==> config.mk <==
export PLATFORM = sky130hd
export DESIGN_NAME = sseg_pager
export DESIGN_NICKNAME = d
export VERILOG_FILES = /design/src/rtl/sseg_pager.sv
export SDC_FILE = /design/constraint.sdc
export NUM_CORES = 1
export LEC_CHECK = 0
export CORE_ASPECT_RATIO = 0.75
export CORE_MARGIN = 2
export CORE_UTILIZATION = 25
export CTS_CLUSTER_DIAMETER = 120
export DETAILED_ROUTE_END_ITERATION = 10
export DONT_BUFFER_PORTS = 1
export PLACE_DENSITY_LB_ADDON = 0.08
export SYNTH_ARGS = -nofsm -noshare
export SYNTH_HDL_FRONTEND = slang
export SYNTH_SLANG_ARGS = --single-unit
==> constraint.sdc <==
create_clock -name I_CLK -period 3.38 [get_ports I_CLK]
set_input_delay 0.676 -clock I_CLK [delete_from_list [all_inputs] [get_ports I_CLK]]
set_output_delay 0.676 -clock I_CLK [all_outputs]
set_load 0.005 [all_outputs]
==> src/rtl/sseg_pager.sv <==
// Multi-channel hex pager for a DIGITS-digit seven-segment display: captures
// CHANNELS words, pages manually/automatically, blinks digits that just changed.
module sseg_pager #(
  parameter int DIGITS     = 8,
  parameter int CHANNELS   = 4,
  parameter int DWELL      = 50_000_000,
  parameter int BLINK_HALF = 12_500_000
) (
  input  logic                          I_CLK,
  input  logic                          I_RSTF,
  input  logic [CHANNELS*4*DIGITS-1:0]  I_DATA,
  input  logic [CHANNELS-1:0]           I_VALID,
  input  logic [1:0]                    I_MODE,
  input  logic                          I_NEXTF,
  input  logic                          I_LZB,
  output logic [7*DIGITS-1:0]           O_SSEG,
  output logic [$clog2(CHANNELS)-1:0]   O_PAGE,
  output logic [CHANNELS-1:0]           O_NEW
);
  localparam int DW = 4 * DIGITS;
  localparam int PW = $clog2(CHANNELS);
  localparam int CW = $clog2(DWELL);
  localparam int BW = $clog2(BLINK_HALF + 1);
  localparam logic [PW-1:0] PAGE_LAST  = PW'(CHANNELS - 1);
  localparam logic [CW-1:0] DWELL_LAST = CW'(DWELL - 1);
  localparam logic [BW-1:0] BLINK_LAST = BW'(BLINK_HALF - 1);

  typedef enum logic [1:0] {S_MANUAL, S_AUTO, S_HOLD} state_t;

  function automatic logic [6:0] hex_seg(input logic [3:0] n);
    case (n)
      4'h0: hex_seg = 7'h40;
      4'h1: hex_seg = 7'h79;
      4'h2: hex_seg = 7'h24;
      4'h3: hex_seg = 7'h30;
      4'h4: hex_seg = 7'h19;
      4'h5: hex_seg = 7'h12;
      4'h6: hex_seg = 7'h02;
      4'h7: hex_seg = 7'h78;
      4'h8: hex_seg = 7'h00;
      4'h9: hex_seg = 7'h10;
      4'hA: hex_seg = 7'h08;
      4'hB: hex_seg = 7'h03;
      4'hC: hex_seg = 7'h46;
      4'hD: hex_seg = 7'h21;
      4'hE: hex_seg = 7'h06;
      default: hex_seg = 7'h0E;
    endcase
  endfunction

  logic                nxt_p0, nxt_p1, nxt_p2;
  logic                adv;
  state_t              st, mode_nx;
  logic [PW-1:0]       page, page_inc, page_nx;
  logic [CW-1:0]       cnt, cnt_nx;
  logic [DW-1:0]       snap [CHANNELS];
  logic [DW-1:0]       cap, cur;
  logic [DIGITS-1:0]   mask, diff;
  logic [BW-1:0]       bcnt;
  logic                phase;
  logic [7*DIGITS-1:0] sseg_nx;
  logic                lead;
  logic [3:0]          nib;

  // Pushbutton synchroniser; the third flop only serves falling-edge detection.
  always_ff @(posedge I_CLK or negedge I_RSTF) begin
    if (!I_RSTF) begin
      nxt_p0 <= 1'b1;
      nxt_p1 <= 1'b1;
      nxt_p2 <= 1'b1;
    end else begin
      nxt_p0 <= I_NEXTF;
      nxt_p1 <= nxt_p0;
      nxt_p2 <= nxt_p1;
    end
  end

  assign adv      = nxt_p2 & ~nxt_p1;
  assign page_inc = (page == PAGE_LAST) ? '0 : page + PW'(1);

  always_comb begin
    case (I_MODE)
      2'd0:    mode_nx = S_MANUAL;
      2'd1:    mode_nx = S_AUTO;
      default: mode_nx = S_HOLD;
    endcase
  end

  // A single page step per cycle even when terminal count and a press coincide.
  always_comb begin
    page_nx = page;
    cnt_nx  = '0;
    case (mode_nx)
      S_MANUAL: if (adv) page_nx = page_inc;
      S_AUTO: begin
        if (adv || (st == S_AUTO && cnt == DWELL_LAST)) page_nx = page_inc;
        else cnt_nx = (st == S_AUTO) ? cnt + CW'(1) : CW'(1);
      end
      default: ;
    endcase
  end

  always_ff @(posedge I_CLK or negedge I_RSTF) begin
    if (!I_RSTF) begin
      st   <= S_HOLD;
      page <= '0;
      cnt  <= '0;
    end else begin
      st   <= mode_nx;
      page <= page_nx;
      cnt  <= cnt_nx;
    end
  end

  assign O_PAGE = page;
  assign cap    = I_DATA[page*DW +: DW];
  assign cur    = snap[page];

  always_comb begin
    diff = '0;
    for (int d = 0; d < DIGITS; d++) diff[d] = (cap[4*d +: 4] != cur[4*d +: 4]);
  end

  always_ff @(posedge I_CLK or negedge I_RSTF) begin
    if (!I_RSTF) begin
      for (int c = 0; c < CHANNELS; c++) snap[c] <= '0;
      O_NEW <= '0;
      mask  <= '0;
    end else begin
      for (int c = 0; c < CHANNELS; c++) begin
        if (I_VALID[c]) snap[c] <= I_DATA[c*DW +: DW];
        if (page_nx == PW'(c)) O_NEW[c] <= 1'b0;
        else if (I_VALID[c])   O_NEW[c] <= 1'b1;
      end
      if (page_nx != page)     mask <= '0;
      else if (I_VALID[page])  mask <= mask | diff;
    end
  end

  always_ff @(posedge I_CLK or negedge I_RSTF) begin
    if (!I_RSTF) begin
      bcnt  <= '0;
      phase <= 1'b0;
    end else if (bcnt == BLINK_LAST) begin
      bcnt  <= '0;
      phase <= ~phase;
    end else begin
      bcnt  <= bcnt + BW'(1);
    end
  end

  // Scan from the top digit so leading-zero blanking stops at the first non-zero.
  always_comb begin
    sseg_nx = '1;
    lead    = I_LZB;
    nib     = '0;
    for (int d = DIGITS - 1; d >= 0; d--) begin
      nib = cur[4*d +: 4];
      if ((lead && nib == 4'h0 && d != 0) || (phase && mask[d]))
        sseg_nx[7*d +: 7] = 7'h7F;
      else
        sseg_nx[7*d +: 7] = hex_seg(nib);
      if (nib != 4'h0) lead = 1'b0;
    end
  end

  always_ff @(posedge I_CLK or negedge I_RSTF) begin
    if (!I_RSTF) O_SSEG <= '1;
    else         O_SSEG <= sseg_nx;
  end

endmodule
=== Word level (Yosys, flattened, before mapping) ===
Memories as Yosys holds them, arrays and structs flattened.
Cells that the tools add are included.

* Memories: 8
* Register bits after elaboration: 254
* Memory bits (read-only): 896
* Bits of input ports: 138
* Output and inout bits: 62
* Word-level logic and storage cells: 138

{| class="wikitable"
|+ Memory list
! name !! depth !! width !! rd ports !! clocked after Yosys merged registers in !! write ports !! line !! source
|-
| (name not given) || 16 || 7 || 1 || 0 || 0 || 31 || <nowiki>case (n)</nowiki>
|-
| (name not given) || 16 || 7 || 1 || 0 || 0 || 31 ||
|-
| (name not given) || 16 || 7 || 1 || 0 || 0 || 31 ||
|-
| (name not given) || 16 || 7 || 1 || 0 || 0 || 31 ||
|-
| (name not given) || 16 || 7 || 1 || 0 || 0 || 31 ||
|-
| (name not given) || 16 || 7 || 1 || 0 || 0 || 31 ||
|-
| +2 memories || n/a || n/a || n/a || n/a || n/a || n/a ||
|}

* Bitwise operators: 5
* Shifts and indexed selects: 1
* Mux-type cells: 38
* Equal/unequal tests: 18
* Order comparisons: 2
* Reduce and logical (&&, ||, !) cells: 45
* Add/sub/neg operators: 3

{| class="wikitable"
|+ Operators by type and width
! cell !! count
|-
| variable part select 128 x 8 -> 32 bit || 1
|-
| 2-to-1 mux 26 bit || 3
|-
| binary-select mux 32 bit (select 2 bit) || 1
|-
| 2-to-1 mux 32 bit || 2
|-
| 2-to-1 mux 7 bit || 8
|-
| inequality test 4 bit || 8
|-
| zero test 4 bit || 7
|-
| adder 26 x 1 -> 26 bit, second input constant || 1
|-
| == test 26 bit, second input constant || 1
|-
| adder 24 x 1 -> 24 bit, second input constant || 1
|-
| == test 24 bit, second input constant || 1
|-
| 2-to-1 mux 24 bit || 1
|-
| nonzero test 4 bit || 6
|-
| logical AND 1 bit || 16
|-
| 2-to-1 mux 8 bit || 2
|-
| 2-to-1 mux 1 bit || 15
|-
| nonzero test 2 bit || 5
|-
| == test 2 x 1 -> 1 bit, second input constant || 4
|-
| logical OR 1 bit || 8
|-
| OR 8 bit || 1
|-
| one-hot mux 2 bit (2 select lines) || 2
|-
| == test 2 bit, second input constant || 3
|-
| zero test 2 bit || 3
|-
| 2-to-1 mux 2 bit || 3
|-
| other kinds (8) || 9
|}

=== Depth between registers and ports, before layout ===
Gate-level depths: netlist of the first run.

* Depth in word-level cells: 14
* Mapped depth: 11
* Mapped depth without buffers: 8

=== Least setup slack after synthesis of the first run ===
Ideal clock, no wire load.

* Path type: reg2reg
* Start point: register page[0] (netlist: O_PAGE[0])
* End point: register O_SSEG[13]
* Period minus slack after synthesis: 2602 ps
* Data required time: 3298 ps
* Arrival time: 2521 ps
* Library setup time: 82 ps
* Path buffers: 3
* Stages on the path, launching flop included: 11
* Path slack: 778 ps
* Path through: dfrtp_1 -> buf_6 -> buf_12 -> buf_6 -> mux4_2 -> inv_1 -> ha_1 -> nor3b_1 -> and4_4 -> a41oi_4 -> o211ai_1

* Cells in the longest elaborated chain, start to end: 14
* Elaborated cells on any way between the ends: 21
* Classes of those cells: mux: 10; bitwise: 1; reduce/logical: 9; memory: 1

{| class="wikitable"
|+ Ends and longest elaborated chain
! element !! line !! source
|-
| start: declaration || 54 || <nowiki>logic [PW-1:0] page, page_inc, page_nx;</nowiki>
|-
| start signal: assignment || 110 || <nowiki>page <= page_nx;</nowiki>
|-
| NOT 2 -> 3 bit (implied by the code) * || 117 || <nowiki>assign cur = snap[page];</nowiki>
|-
| binary-select mux 32 bit (select 2 bit) * || 117 ||
|-
| 2-to-1 mux 32 bit (implied by the code) * (2 in a row) || 117 ||
|-
| nonzero test 4 bit || 163 || <nowiki>if (nib != 4'h0) lead = 1'b0;</nowiki>
|-
| 2-to-1 mux 1 bit (6 in a row) || 163 ||
|-
| logical AND 1 bit || 159 || <nowiki>if ((lead && nib == 4'h0 && d != 0) || (phase && mask[d]))</nowiki>
|-
| logical OR 1 bit || 159 ||
|-
| 2-to-1 mux 7 bit * || 159 ||
|-
| via sseg_nx[13] || 61 || <nowiki>logic [7*DIGITS-1:0] sseg_nx;</nowiki>
|-
| end signal: assignment || 169 || <nowiki>else O_SSEG <= sseg_nx;</nowiki>
|-
| end: declaration || 16 || <nowiki>output logic [7*DIGITS-1:0] O_SSEG,</nowiki>
|}

Mark *: on every way through the listed nets, which the timed path passes. The rest lies on a longest branch. The select of a mux whose other input is x is not followed.
A chain may end at the register's enable or synchronous reset.

=== Final worst setup path of the first run ===
* Start point: register page[0] (netlist: O_PAGE[0])
* End point: register O_SSEG[31]

* Cells in the longest elaborated chain, start to end: 11
* Elaborated cells on any way between the ends: 15
* Classes of those cells: mux: 7; bitwise: 1; reduce/logical: 6; memory: 1

{| class="wikitable"
|+ Ends and longest elaborated chain
! element !! line
|-
| NOT 2 -> 3 bit (implied by the code) * || 117
|-
| binary-select mux 32 bit (select 2 bit) * || 117
|-
| 2-to-1 mux 32 bit (implied by the code) * (2 in a row) || 117
|-
| nonzero test 4 bit || 163
|-
| 2-to-1 mux 1 bit (3 in a row) || 163
|-
| logical AND 1 bit || 159
|-
| logical OR 1 bit || 159
|-
| 2-to-1 mux 7 bit * || 159
|-
| via sseg_nx[31] || 61
|}

Marked as above.

==> results of run 1 <==
==> sequential cells by signal (all words and copies together), names as in the netlist <==
name / count
O_SSEG: 56
snap: 128
nxt_p2: 1
phase: 1
nxt_p1: 1
bcnt: 24
cnt: 26
nxt_p0: 1
O_PAGE: 2
O_NEW: 4
mask: 8
st: 2
==> cells by family after synthesis <==
kind of cell,count (synthesis),share of synthesized area [%]
multiplexers,215,23.66
adder cells (fa/ha/maj),47,4.325
AND/OR/NAND/NOR,269,9.994
buffers and inverters,96,3.478
XOR/XNOR,79,5.089
AO/OA/AOI/OAI,115,6.156
flip-flops,254,47.30
==> final timing paths <==
path	slack [ns]	cells past startpoint	from	to
min in group I_CLK	0.14	0	I_MODE[1]	st[1]$_DFF_PN1_
hold reg to reg	0.36	0	nxt_p0$_DFF_PN1_	nxt_p1$_DFF_PN1_
max in group asynchronous	2.98	0	I_RSTF	snap[48]$_DFFE_PN0P_
hold / removal	-0.15	0	I_RSTF	cnt[14]$_DFF_PN0_
setup reg to reg	0.33	7	O_PAGE[0]$_DFF_PN0_	O_SSEG[31]$_DFF_PN1_
setup / recovery	0.33	7	O_PAGE[0]$_DFF_PN0_	O_SSEG[31]$_DFF_PN1_
==> report_power, final <==
| part | switching, uW | total [uW] | leakage, uW | internal [uW] |
|---|---|---|---|---|
| Combinational | 2930 | 5440 | 0.00267 | 2510 |
| Clock | 1470 | 3820 | 0.000564 | 2350 |
| Sequential | 499 | 4350 | 0.00298 | 3850 |
==> cells in the mapped netlist, types with 5 or more instances <==
cell type	n	share of area [%]
mux4_2	52	8.6
clkbuf_1	30	0.83
buf_2	17	0.63
nand2_1	66	1.8
dfrtp_1	194	36
or2_2	5	0.23
xor2_1	31	2.0
nor2b_1	9	0.41
and2_1	8	0.37
a32oi_1	5	0.32
inv_1	39	1.1
mux2i_1	12	0.88
o22ai_1	6	0.28
and3_1	9	0.41
and4_1	5	0.32
nand4_1	25	1.2
o211ai_1	12	0.66
nand2b_1	19	0.87
ha_1	47	4.3
mux2_2	136	11
nand3_1	24	0.88
nor2_1	70	1.9
xnor2_1	48	3.1
a31oi_1	8	0.37
dfstp_2	60	12
o21ai_0	14	0.52
mux4_1	15	2.9
a21oi_1	31	1.1
o221ai_1	16	1.0
==> worst max-delay path, cell delays in order, from the launching register on <==
cell and delay [ns]:
dfrtp_4 0.69, mux4_2 0.66, inv_1 0.14, ha_1 0.22, nor3b_2 0.45, and4_4 0.42, a21oi_1 0.18, o211ai_1 0.20
==> stage by stage <==
step | instances | cell area (um2)
floorplan | 1075 | 13600
global placement | 1758 | 14380
detailed placement | 1758 | 14380
CTS | 1819 | 15540
global route | 1821 | 15550
finish | 1821 | 15550
==> area by class of cell <==
type | count | area, um2
well taps | 712 | 890.9
fillers | 5431 | 37790
clock buffers | 51 | 996.0
flip-flops and latches | 254 | 6439
multi-input cells | 725 | 6698
clock inverters | 10 | 163.9
repair buffers | 28 | 210.2
inverters | 39 | 146.4
diodes | 2 | 5.005
==> routing by layer <==
layer / vias up / part of all wire [%] / routed length [um] / track usage, %
li1: 3933 / - / - / -
met1: 4353 / 47 / 19120 / 20.19
met2: 172 / 43 / 17300 / 21.08
met3: 60 / 7.4 / 2991 / 5.031
met4: 6 / 2.3 / 913 / 4.489
met5: - / 0.12 / 48 / 0
==> placed cells by master (no fill, tap or decap), drive strengths merged, types with 6 or more instances in the layout <==
| cell | Yosys | routed |
|---|---|---|
| buf | 27 | 28 |
| dfrtp | 194 | 194 |
| nand4 | 25 | 25 |
| xor2 | 31 | 31 |
| and3 | 9 | 9 |
| and4 | 6 | 6 |
| dfstp | 60 | 60 |
| mux2 | 136 | 136 |
| a31oi | 8 | 8 |
| and2 | 9 | 9 |
| o221ai | 16 | 16 |
| nand2 | 66 | 66 |
| ha | 47 | 47 |
| xnor2 | 48 | 48 |
| nor2 | 71 | 71 |
| or2 | 9 | 9 |
| clkbuf | 30 | 51 |
| nor2b | 9 | 9 |
| o211ai | 15 | 15 |
| inv | 39 | 42 |
| mux4 | 67 | 67 |
| a21oi | 31 | 31 |
| mux2i | 12 | 12 |
| nand2b | 19 | 19 |
| nand3 | 24 | 24 |
| o21ai | 15 | 15 |
| o22ai | 6 | 6 |
| a32oi | 6 | 6 |
==> what timing repair did <==
| action | 4_1_cts | 5_1_grt |
|---|---|---|
| resized for setup | 0 | 1 |
| buffers inserted | 0 | 0 |
| endpoints found under the setup margin | 0 | 1 |
| endpoints found under the hold margin | 194 | 194 |
==> out/qor.yml, run 1 <==
drtAntennaViolNets: 0
leakage_uw: 0.006214
cts_root_buffer: "clkbuf_16"
fp.coreArea_mm2: 0.05334
maxSlewHeadroom_pct: 53.84
io_buffers: 0
power_density_mw_per_mm2: 875.8
setup_viol: 0
first_global_vias: 9004
setup_ws_ns: 0.3268
boundaryPins: 200
hold_violations: 194
ys_types: 63
grt_start_max_net_pins: 255
critPathRequiredTime_ns: 3.83
synth_area_mm2: 0.01360
dpl.hpwl_mm: 27.12
async_flop_share_pct: 100.0
start_util_pct: 25.49
syn_avg_cell_area_um2: 12.65
final.min_clock_period_ns: 3.053
post-place-ws_ns: 0.09557
hold_class: "in2async"
path_clk_slew_ns: 0.06
run_status: "finished, violations left"
rows: 73
cts_buffers: 34
antenna_found_initial: 4
grt_setup_unrepaired: "no"
drt-initial-drc-count: 518
ir_drop_uv: 376.4
final_util_pct: 29.15
grtUsageTotal_pct: 14.52
first_pass_iters: 4
clock-sinks: 254
cts_buffer_depth: 3
die-area_mm2: 0.05629
final_max_slew_viol_count: 0
critical_path_arrival_ns: 3.50
tns_ns: 0
path_class: "reg2reg"
routabilityCongestion: 0.7616
synth_edf_count: 0
overflow: 0
wire_per_inst_um: 22.17
cts_tree: "done"
grt_pass1_wl_mm: 61.01
post-route-drc-count: 0
cp-end-kind: "flop"
post-route-period-util_pct: 90.33
finalPower_uw: 13620
postSynthNetCount: 1260
area_delta_synth_final_pct: 14.36
fin_skew_ns: 0.01452
die_w_um: 273.3
start_kind: "flop"
path_max_fanout: 19
insertion_delay_ns: 0.54
ys_seq_area_share_pct: 47.30
violations: "hold timing"
syn_inst: 1075
nNetsFinal: 1267
cts_max_level: 2
whs_ns: -0.1456
vias_per_cell: 4.681
routed_wl_mm: 40.37
synth_ff_type: "dfrtp_1"
cap_violations: 0
vias: 8524
drive_above_1_share_pct: 31.44
synth_warnings: 0
die_y_um: 206.0
ys_ff_latch: 254
fmax_ghz: 0.3275
worst_pin_slew_ns: 0.6924
No activity file was read; power rests on OpenSTA's default activity.
==> run 2: changes to the inputs <==
- CAP_MARGIN: unset -> 20
- RECOVER_POWER: unset -> 100
==> out/qor.yml, run 2 (synthesis results as in run 1) <==
run_status: "finished, violations left"
violations: "hold timing"
worst_pin_slew_ns: 1.251
clkPwrFrac_pct: 28.2
start_kind: "flop"
final_util_pct: 29.04
drt-initial-drc-count: 509
grt_pass1_wl_mm: 61.01
area_delta_synth_final_pct: 13.92
maxSlewHeadroom_pct: 16.59
drtAntennaViolNets: 0
slowest_delay_ns: 0.69
power_frac_seq_pct: 31.8
die_y_um: 206.0
power_density_mw_per_mm2: 873.3
cts_root_buffer: "clkbuf_16"
antenna_found_initial: 4
first_pass_iters: 4
fin_skew_ns: 0.01359
seq_area_mm2: 0.006439
cts_buffer_depth: 3
cp-end-kind: "flop"
insertion_delay_ns: 0.54
pwr-share-comb_pct: 40.0
cts_max_level: 2
path_class: "reg2reg"
grt_setup_unrepaired: "no"
critical_path_arrival_ns: 3.49
post-route-drc-count: 0
die_w_um: 273.3
nNetsFinal: 1267
path_clk_slew_ns: 0.06
leakage_uw: 0.006173
p_int_uw: 8656
final_max_slew_viol_count: 0
mostFrequentLayoutCell: "dfrtp_1"
grtUsageTotal_pct: 14.52
hold_violations: 194
fill_cells: 5435
rows: 73
drive_above_1_share_pct: 28.09
final.min_clock_period_ns: 3.042
vias: 8541
overflow: 0
vias_per_cell: 4.690
routed_wl_mm: 40.33
tns_ns: 0
critPathRequiredTime_ns: 3.83
critPathTopFamily: "simple AND/OR/NAND/NOR gates"
reg_top3: "snap (128), O_SSEG (56), cnt (26)"
ir_drop_uv: 374.5
largest_reg_flops: 128
whs_ns: -0.1451
crit_chain: "mux4_2 -> inv_1 -> ha_1 -> nor3b_2 -> and4_4 -> a41oi_2 -> o211ai_1"
wire_per_inst_um: 22.15
path_max_fanout: 19
sw_frac_of_total_pct: 36.01
first_global_vias: 9004
routabilityCongestion: 0.7616
grt_start_max_net_pins: 255
power_switching_uw: 4872
fmax_ghz: 0.3288
clock-sinks: 254
regMostFlops: "snap"
dpl.hpwl_mm: 27.12
setup_viol: 0
layout_common_cells: "dfrtp_1 (192), mux2_2 (136), nor2_1 (70), nand2_1 (66), mux4_2 (52)"
boundaryPins: 200
multi_input_area_mm2: 0.006660
die-area_mm2: 0.05629
fp.coreArea_mm2: 0.05334
hold_class: "in2async"
post-route-period-util_pct: 89.99
io_buffers: 0
cap_violations: 0
cp_slowest_cell: "dfrtp_4"
cts_buffers: 34
crit_buf_inv: 1
cts_tree: "done"
start_util_pct: 25.49
-- run 2: cell types whose count changed in the layout (fill, tap and decap cells not counted), sizes merged --
cell and delta:
buf -6, clkbuf +6
-- run 2: final timing paths --
path	slack, ns	cells past startpoint	to	start
worst max-delay path	0.34	7	O_SSEG[13]$_DFF_PN1_	O_PAGE[0]$_DFF_PN0_
worst min-delay path	-0.15	0	cnt[14]$_DFF_PN0_	I_RSTF
worst max register to register	0.34	7	O_SSEG[13]$_DFF_PN1_	O_PAGE[0]$_DFF_PN0_
worst min register to register	0.36	0	nxt_p1$_DFF_PN1_	nxt_p0$_DFF_PN1_
max in group asynchronous	2.96	0	snap[48]$_DFFE_PN0P_	I_RSTF
min in group I_CLK	0.14	0	st[1]$_DFF_PN1_	I_MODE[1]
-- run 2: timing repair --
item / CTS / global route
endpoints found under the hold margin: 194 / 194
endpoints found under the setup margin: 0 / 1
setup buffers: 0 / 0
resized for setup: 0 / 1
-- run 2: cell type report --
type | instances | area share [%]
multi-input combinational | 725 | 43.00
sequential | 254 | 41.57
clock buffer | 51 | 6.430
tap | 712 | 5.751
timing repair buffer | 28 | 1.220
clock inverter | 10 | 1.058
inverter | 39 | 0.9451
antenna | 2 | 0.03231
-- run 2: layer usage --
metal	track usage, %	part of all wire (%)	wire [um]
met3	5.031	7.4	2999
met2	21.08	43	17280
met1	20.19	47	19090
met5	0	0.12	48
met4	4.489	2.3	909
-- run 2: power by group through the flow --
| stage | clock network (uW) | registers (uW) | logic [uW] |
|---|---|---|---|
| after floorplan | 0 | 4090 | 4450 |
| after global placement | 0 | 4440 | 5540 |
| after detailed placement | 0 | 4440 | 5460 |
| after CTS | 3970 | 4390 | 5490 |
| after global routing | 4090 | 4390 | 6020 |
| final | 3810 | 4310 | 5410 |
-- run 2: through the flow --
stage	instance area (um2)	setup slack [ns]	instances	power [uW]
floorplan	13600	0.7778	1075	8543
global placement	14380	0.1236	1758	9979
detailed placement	14380	0.09557	1758	9896
CTS	15540	0.08051	1819	13850
global route	15490	0.1168	1821	14490
finish	15490	0.3384	1821	13530
-- run 2: worst register-to-register path: cells and delay by family, from the launching register on --
family | cells | cell delay [ns]
AND/OR/NAND/NOR | 2 | 0.85
buffers and inverters | 1 | 0.14
adder cells (fa/ha/maj) | 1 | 0.22
AO/OA/AOI/OAI | 2 | 0.40
flip-flops | 1 | 0.69
multiplexers | 1 | 0.66
==> run 3: changes to the inputs <==
- clock period: 3.38 -> 3.2 ns (I/O delays scaled with it)
==> out/qor.yml, run 3 (synthesis results as in run 1) <==
routabilityCongestion: 0.7594
path_clk_slew_ns: 0.07
fp.coreArea_mm2: 0.05334
cap_violations: 0
pwr-share-comb_pct: 42.2
die-area_mm2: 0.05629
dpl_cell_area_mm2: 0.01447
maxSlewHeadroom_pct: 38.94
setup_viol: 0
hold_class: "in2async"
crit_chain: "buf_12 -> mux4_2 -> inv_1 -> ha_1 -> nor3b_1 -> and4_4 -> a32oi_2 -> o211ai_1"
setup_ws_ns: 0.2095
drive_above_1_share_pct: 28.19
grt_pass1_wl_mm: 61.44
cts_root_buffer: "clkbuf_16"
sw_frac_of_total_pct: 36.49
insertion_delay_ns: 0.60
grtUsageTotal_pct: 14.40
die_w_um: 273.3
ir_drop_uv: 352.9
run_status: "finished, violations left"
reg2reg_from: "O_PAGE[0]$_DFF_PN0_"
final.min_clock_period_ns: 2.991
path_class: "reg2reg"
start_util_pct: 25.49
tns_ns: 0
boundaryPins: 200
power_switching_uw: 5124
io_buffers: 0
antennaDiodeCount: 0
cts_buffer_depth: 3
drtAntennaViolNets: 0
antenna_found_initial: 0
reg_top3: "snap (128), O_SSEG (56), cnt (26)"
post-route-period-util_pct: 93.45
critical_path_arrival_ns: 3.48
cts-resized-gates: 0
final_max_slew_viol_count: 0
grt_start_max_net_pins: 255
path_max_fanout: 14
drt-initial-drc-count: 470
dpl.hpwl_mm: 27.34
hold_violations: 194
fill_cells: 5484
grt_setup_unrepaired: "no"
fmax_ghz: 0.3344
r2r-end: "O_SSEG[16]$_DFF_PN1_"
finalInstanceArea_mm2: 0.01548
seq_area_mm2: 0.006439
clock-sinks: 254
r2r_cells: 8
slowest_delay_ns: 0.55
leakage_uw: 0.006179
crit_buf_inv: 2
critPathRequiredTime_ns: 3.69
first_pass_iters: 4
first_global_vias: 9095
r2r_slack_ns: 0.21
worst_pin_slew_ns: 0.9158
routed_wl_mm: 40.16
area_delta_synth_final_pct: 13.82
mostFrequentLayoutCell: "dfrtp_1"
post-route-drc-count: 0
cts_max_level: 1
fin_skew_ns: 0.03116
critPathTopFamily: "simple AND/OR/NAND/NOR gates"
vias: 8599
violations: "hold timing"
layout_common_cells: "dfrtp_1 (192), mux2_2 (135), nor2_1 (70), nand2_1 (66), mux4_2 (52)"
vias_per_cell: 4.709
wire_per_inst_um: 21.99
cts_tree: "done"
nNetsFinal: 1274
die_y_um: 206.0
power_frac_seq_pct: 32.0
post-place-ws_ns: 0.04534
regMostFlops: "snap"
cp-end-kind: "flop"
cp_slowest_cell: "dfrtp_4"
clkPwrFrac_pct: 25.8
cts_buffers: 31
rows: 73
multi_input_area_mm2: 0.006666
largest_reg_flops: 128
whs_ns: -0.2226
overflow: 0
start_kind: "flop"
p_int_uw: 8920
power_density_mw_per_mm2: 907.5
## run 3: changes by cell type in the layout (fill, tap and decap cells not counted), moves of 3 or more
cell and change:
dfstp_1 +4, dfstp_2 -4, bufinv_16 -3, buf_4 +5, clkbuf_8 +6, buf_12 +3
clkbuf_16 -4, clkinv_2 +3
## run 3: per-stage QoR
stage,power (uW),utilization [%],instances
2_1_floorplan,9023,-,1075
3_3_place_gp,10680,27.13,1765
3_5_place_dp,10610,27.13,1765
4_1_cts,14380,29.07,1823
5_1_grt,15090,29.01,1826
6_report,14040,29.01,1826
## run 3: power by group through the flow
| stage | combinational, uW | sequential, uW | clock, uW |
|---|---|---|---|
| after detailed placement | 5950 | 4660 | 0 |
| after global placement | 6010 | 4670 | 0 |
| final | 5930 | 4490 | 3620 |
| after floorplan | 4700 | 4320 | 0 |
| after global routing | 6610 | 4570 | 3920 |
| after CTS | 5980 | 4610 | 3790 |
## run 3: repair_timing
action / CTS / global route
buffers inserted: 0 / 3
endpoints found under the setup margin: 0 / 10
hold endpoints to repair: 254 / 232
## run 3: cell type report
class                           instances  share of cell area [%]
Timing Repair Buffer                   38                   1.908
Sequential cell                       254                   41.60
Clock buffer                           50                   6.249
Inverter                               39                  0.9459
Clock inverter                          8                  0.4608
Tap cell                              712                   5.756
Multi-Input combinational cell        725                   43.08
## run 3: metal layers
layer,track usage [%],part of all wire [%],vias to the layer above,wire length [um]
met3,4.125,6.1,40,2437
met1,20.84,49,4439,19690
met5,0,0,-,0
met4,3.025,2.0,0,789
met2,21.20,43,156,17250
li1,-,-,3964,-
## run 3: worst max path at each step
stage	endpoint	start	slack (ns)	depth (start not counted)
floorplan	O_SSEG[13]$_DFF_PN1_	O_PAGE[0]$_DFF_PN0_	0.60	10
global placement	O_SSEG[31]$_DFF_PN1_	O_PAGE[0]$_DFF_PN0_	0.13	8
detailed placement	O_SSEG[31]$_DFF_PN1_	O_PAGE[0]$_DFF_PN0_	0.05	8
CTS	O_SSEG[33]$_DFF_PN1_	O_PAGE[0]$_DFF_PN0_	0.03	8
global route	O_SSEG[20]$_DFF_PN1_	O_PAGE[0]$_DFF_PN0_	0.08	9
finish	O_SSEG[16]$_DFF_PN1_	O_PAGE[0]$_DFF_PN0_	0.21	8
